<file path="src/rtl/chunk_pingpong_sched.sv">
// rtl/chunk_pingpong_sched.sv - ping-pong BRAM bank scheduler overlapping DDR load/writeback with LBM compute
module chunk_pingpong_sched #(
    parameter int ADDR_W = 12,
    parameter int CNT_W  = 16
) (
    input  logic              clk,
    input  logic              rst,
    input  logic              start,
    input  logic [CNT_W-1:0]  num_chunks,
    input  logic              ddr_done,
    input  logic              lbm_done,
    input  logic [ADDR_W-1:0] ddr_addr,
    input  logic [ADDR_W-1:0] lbm_addr,
    input  logic              ddr_wen,
    input  logic              lbm_wen,
    output logic [ADDR_W-1:0] bank0_addr,
    output logic [ADDR_W-1:0] bank1_addr,
    output logic              bank0_we,
    output logic              bank1_we,
    output logic              xfer_bank,
    output logic              ddr_start,
    output logic              ddr_ld,
    output logic              ddr_wb,
    output logic [CNT_W-1:0]  ld_chunk,
    output logic [CNT_W-1:0]  wb_chunk,
    output logic [CNT_W-1:0]  lbm_chunk,
    output logic              lbm_start,
    output logic              busy,
    output logic              done
);

    typedef enum logic [2:0] {S_IDLE, S_FILL, S_RUN, S_FLUSH, S_DONE} state_t;

    state_t             state, state_nx;
    logic [CNT_W-1:0]   n_reg, n_nx;
    logic [CNT_W-1:0]   phase, phase_nx;
    logic               ddr_ok, ddr_ok_nx, lbm_ok, lbm_ok_nx;
    logic               xfer_nx, ddr_start_nx, ddr_ld_nx, ddr_wb_nx, lbm_start_nx, busy_nx, done_nx;
    logic [CNT_W-1:0]   ld_chunk_nx, wb_chunk_nx, lbm_chunk_nx;
    logic               go_run;
    logic [CNT_W-1:0]   k_nx;
    logic               bank_en;

    always_ff @(posedge clk or posedge rst) begin
        if (rst) begin
            state     <= S_IDLE;
            n_reg     <= '0;
            phase     <= '0;
            ddr_ok    <= 1'b0;
            lbm_ok    <= 1'b0;
            xfer_bank <= 1'b0;
            ddr_start <= 1'b0;
            ddr_ld    <= 1'b0;
            ddr_wb    <= 1'b0;
            ld_chunk  <= '0;
            wb_chunk  <= '0;
            lbm_chunk <= '0;
            lbm_start <= 1'b0;
            busy      <= 1'b0;
            done      <= 1'b0;
        end else begin
            state     <= state_nx;
            n_reg     <= n_nx;
            phase     <= phase_nx;
            ddr_ok    <= ddr_ok_nx;
            lbm_ok    <= lbm_ok_nx;
            xfer_bank <= xfer_nx;
            ddr_start <= ddr_start_nx;
            ddr_ld    <= ddr_ld_nx;
            ddr_wb    <= ddr_wb_nx;
            ld_chunk  <= ld_chunk_nx;
            wb_chunk  <= wb_chunk_nx;
            lbm_chunk <= lbm_chunk_nx;
            lbm_start <= lbm_start_nx;
            busy      <= busy_nx;
            done      <= done_nx;
        end
    end

    always_comb begin
        state_nx     = state;
        n_nx         = n_reg;
        phase_nx     = phase;
        ddr_ok_nx    = ddr_ok;
        lbm_ok_nx    = lbm_ok;
        xfer_nx      = xfer_bank;
        ddr_start_nx = 1'b0;
        lbm_start_nx = 1'b0;
        done_nx      = 1'b0;
        ddr_ld_nx    = ddr_ld;
        ddr_wb_nx    = ddr_wb;
        ld_chunk_nx  = ld_chunk;
        wb_chunk_nx  = wb_chunk;
        lbm_chunk_nx = lbm_chunk;
        busy_nx      = busy;
        go_run       = 1'b0;
        k_nx         = '0;

        case (state)
            S_IDLE: begin
                if (start) begin
                    n_nx    = num_chunks;
                    xfer_nx = 1'b0;
                    if (num_chunks != '0) begin
                        state_nx     = S_FILL;
                        ddr_start_nx = 1'b1;
                        ddr_ld_nx    = 1'b1;
                        ddr_wb_nx    = 1'b0;
                        ld_chunk_nx  = '0;
                        busy_nx      = 1'b1;
                    end else begin
                        state_nx = S_DONE;
                        done_nx  = 1'b1;
                    end
                end
            end
            S_FILL: begin
                if (ddr_done) begin
                    go_run = 1'b1;
                    k_nx   = CNT_W'(1);
                end
            end
            S_RUN: begin
                // Done pulses from the current cycle count as if already latched
                if ((ddr_ok || ddr_done) && (lbm_ok || lbm_done)) begin
                    if (phase < n_reg) begin
                        go_run = 1'b1;
                        k_nx   = phase + CNT_W'(1);
                    end else begin
                        state_nx     = S_FLUSH;
                        xfer_nx      = ~xfer_bank;
                        ddr_start_nx = 1'b1;
                        ddr_ld_nx    = 1'b0;
                        ddr_wb_nx    = 1'b1;
                        wb_chunk_nx  = n_reg - CNT_W'(1);
                    end
                end else begin
                    ddr_ok_nx = ddr_ok | ddr_done;
                    lbm_ok_nx = lbm_ok | lbm_done;
                end
            end
            S_FLUSH: begin
                if (ddr_done) begin
                    state_nx = S_DONE;
                    done_nx  = 1'b1;
                    busy_nx  = 1'b0;
                end
            end
            S_DONE: begin
                state_nx = S_IDLE;
            end
            default: state_nx = S_IDLE;
        endcase

        if (go_run) begin
            state_nx     = S_RUN;
            phase_nx     = k_nx;
            xfer_nx      = ~xfer_bank;
            lbm_start_nx = 1'b1;
            lbm_chunk_nx = k_nx - CNT_W'(1);
            ddr_ld_nx    = (k_nx < n_reg);
            ld_chunk_nx  = k_nx;
            ddr_wb_nx    = (k_nx >= CNT_W'(2));
            wb_chunk_nx  = (k_nx >= CNT_W'(2)) ? k_nx - CNT_W'(2) : '0;
            ddr_start_nx = ddr_ld_nx | ddr_wb_nx;
            ddr_ok_nx    = ~(ddr_ld_nx | ddr_wb_nx);
            lbm_ok_nx    = 1'b0;
        end
    end

    // Bank ownership follows xfer_bank; writes are blocked whenever no run is active
    assign bank_en    = (state == S_FILL) || (state == S_RUN) || (state == S_FLUSH);
    assign bank0_addr = xfer_bank ? lbm_addr : ddr_addr;
    assign bank1_addr = xfer_bank ? ddr_addr : lbm_addr;
    assign bank0_we   = bank_en & (xfer_bank ? lbm_wen : ddr_wen);
    assign bank1_we   = bank_en & (xfer_bank ? ddr_wen : lbm_wen);

endmodule
</file>
<file path="config.mk">
export PLATFORM = sky130hd
export DESIGN_NAME = chunk_pingpong_sched
export DESIGN_NICKNAME = d
export VERILOG_FILES = /design/src/rtl/chunk_pingpong_sched.sv
export SDC_FILE = /design/constraint.sdc
export NUM_CORES = 1
export LEC_CHECK = 0
export CORE_UTILIZATION = 46
export DETAILED_ROUTE_END_ITERATION = 12
export GPL_ROUTABILITY_DRIVEN = 0
export GPL_TIMING_DRIVEN = 0
export PLACE_DENSITY = 0.73
export SYNTH_ARGS = -nofsm -noshare
export SYNTH_HDL_FRONTEND = slang
export SYNTH_SLANG_ARGS = --single-unit
export TNS_END_PERCENT = 5
</file>
<file path="constraint.sdc">
create_clock -name clk -period 8.32 [get_ports clk]
set_input_delay 1.664 -clock clk [delete_from_list [all_inputs] [get_ports clk]]
set_output_delay 1.664 -clock clk [all_outputs]
set_load 0.01 [all_outputs]
</file>
==> results.yml <==
cts:
  ctsResizeCount: 0
  clockRootBuffer: "clkbuf_16"
  ctsHoldBuffers: 0
  cts_setup_buffers: 0
  numCtsBuffers: 9
  cts_tree: "built"
  cts_buffer_depth: 2
  cts_sinks: 92
  insertion_delay_ns: 0.35
  clkSlewWorstSetupHoldPaths_ns: 0.07
  htreeDepth: 3
global_routing:
  grt_pass1_vias: 5856
  gr-total-overflow: 0
  grt.total_usage: 0.2818
  antenna_found_initial: 0
  grt_max_degree: 59
  grt_pass1_wl_mm: 30.71
sta:
  slew-limit-headroom: 0.4367
  whs_ns: 0.4778
  fmax_mhz: 167.4
  setup_ws_ns: 2.348
  tightest_slew_ns: 0.8399
  rsz0062_at_grt: "false"
  setup_viol: 0
  fin_crit_ns: 5.972
  period_share: 0.7178
  skew_ns: 0.01112
  finalSetupTns_ns: 0
  finalHoldViolCount: 0
  slew_viol_final: 0
setup_path:
  crit_path_max_incr_delay_ns: 0.75
  cpMaxStageDelayCell: "a211oi_1"
  critPathRequiredTime_ns: 8.59
  path_class: "in2reg"
  cp-end-kind: "flip-flop"
  worstPathCellList: "clkdlybuf4s50_1, o22ai_1, nor3_1, o311a_2, nand3_2, clkbuf_1, nor2_1, ha_1, a21o_1, a21o_1, a21oi_1, o21ai_0, a211oi_1, a2bb2oi_1"
  cpMostUsedCell: "a21o_1"
  path_max_fanout: 10
  start_kind: "primary input"
  r2r_slack_ns: 3.44
  arrival_ns: 6.24
detailed_routing:
  drt_iter0_markers: 517
  firstDrtPassIters: 5
  vias: 5930
  wl_mm: 19.33
  detail_route.wl_per_cell_um: 19.41
  detail-route-antenna-nets: 0
  viasPerCell: 5.954
  drc_errors: 0
placed_design:
  place_ws_ns: 2.172
  port_buffers: 127
  dp_hpwl_mm: 15.06
yosys:
  synth-edff-count: 0
  syn-num-nets: 757
  avgSynthCellArea_um2: 9.315
  ys_types: 76
  yosys.area.top_type: "dfrtp_1"
  syn_area_um2: 6279
  synthFlopType: "dfrtp_1"
  ys_seq_area_frac: 0.3667
  ys_warn_count: 0
  syn_inst: 674
  synth-seq-cells: 92
  yosysTopAreaCellShare: 0.3667
  synthTopCellsByArea: "dfrtp_1 37%, ha_1 7.2%, mux2_2 5.0%"
  async_flop_share: 1.000
layout:
  final_common_cell: "clkdlybuf4s50_1"
  drive_gt1_frac: 0.1197
  syn_to_final_growth_pct: 29.67
  final_cell_mix: "127 x clkdlybuf4s50_1, 92 x dfrtp_1, 69 x nand2_1, 43 x nor2_1, 39 x o21ai_0"
  seqCellArea_um2: 2302
  post-route-util: 0.6124
  nets: 897
  fillCellCount: 1135
  multi_input_area_um2: 3672
hold_path:
  hp-class: "reg2reg"
die:
  chipWidth_um: 118.8
  initial_core_util: 0.4722
  rows: 42
  die_y_um: 118.8
  num_io_pins: 128
  core_area_um2: 13300
  die_area_um2: 14120
flow_run:
  maxCapViolCount: 0
outcome:
  status: "finished clean"
power_and_ir_drop:
  power.leakage_nw: 3.798
  power.density_nw_per_um2: 336.2
  max-vdd-ir-drop_uv: 147.3
  total_power_mw: 2.737
metal layers:
metal,part of all wire,vias up,GRT usage
met2,0.46,302,0.4477
met4,0.038,0,0.1432
met1,0.42,2834,0.3589
li1,-,2743,-
met5,0,-,0
met3,0.088,51,0.06561
worst max-delay path, delay by kind of cell:
family | cells | cell delay (ns)
AO/OA/AOI/OAI | 8 | 2.13
AND/OR/NAND/NOR | 3 | 1.18
adder cells (fa/ha/maj) | 1 | 0.32
buffers and inverters | 2 | 0.94
cell usage after synthesis (2+ instances only):
cell type,count
a211oi_1,4
nand2b_1,7
and2_1,3
buf_1,2
and3_1,11
nand3_1,17
a32o_1,2
mux2_2,28
clkbuf_1,16
nand2_1,69
or3_1,4
nor4_1,10
a31o_2,3
o31ai_2,2
a221o_1,3
o22a_1,2
a21oi_2,2
a22oi_1,3
o2111ai_1,2
a221oi_1,2
nand4_1,12
o21ai_0,39
a21oi_1,27
buf_4,5
nor4_4,2
o22ai_1,10
ha_1,36
buf_2,13
o21a_1,4
and4_1,3
a31oi_1,7
a2bb2oi_1,3
nand4_4,2
o21ai_1,3
nor2_1,43
dfrtp_1,92
xor2_1,15
nor3_1,18
xnor2_1,26
o211ai_1,2
a21o_1,35
mux2i_1,9
o221ai_1,11
inv_1,33
power breakdown:
| group | switching [mW] | total, mW | internal (mW) |
|---|---|---|---|
| clock network | 0.180 | 0.452 | 0.272 |
| registers | 0.111 | 0.719 | 0.608 |
| logic | 0.863 | 1.57 | 0.704 |
| total | 1.15 | 2.74 | 1.58 |
area by class of cell:
class                   instances  share of cell area
flip-flops and latches         92              0.2828
diodes                          1           0.0003074
clock buffers                  10             0.02935
well taps                     176             0.02705
plain buffers                  38             0.02290
multi-input cells             511              0.4511
clock inverters                 6             0.01060
inverters                      33             0.01552
repair buffers                129              0.1604
worst paths after layout:
path,from,endpoint,cells past startpoint
max in group asynchronous,rst,phase[8]$_DFFE_PP0P_,3
worst min-delay path,ld_chunk[4]$_DFFE_PP0P_,ld_chunk[4]$_DFFE_PP0P_,1
worst max register to register,n_reg[6]$_DFFE_PP0P_,ddr_ld$_DFFE_PP0P_,15
worst min register to register,ld_chunk[4]$_DFFE_PP0P_,ld_chunk[4]$_DFFE_PP0P_,1
worst max-delay path,ddr_done,ddr_ld$_DFFE_PP0P_,14
min in group asynchronous,rst,xfer_bank$_DFFE_PP0P_,2
cells by family after synthesis:
logic type	Yosys count	share of synthesized area
compound gates	183	0.2098
xor+xnor	42	0.05979
fa+ha+maj	36	0.07174
buf+inv	71	0.04942
flops	92	0.3667
mux	37	0.06457
simple gates	213	0.1780
metrics by stage:
step                      std cells  cell area (um2)
after detailed placement        979             7814
after floorplan                 674             6279
after global routing            995             8139
final                           996             8142
after global placement          977             7770
after CTS                       995             8139
(Power assumes the default switching activity.)
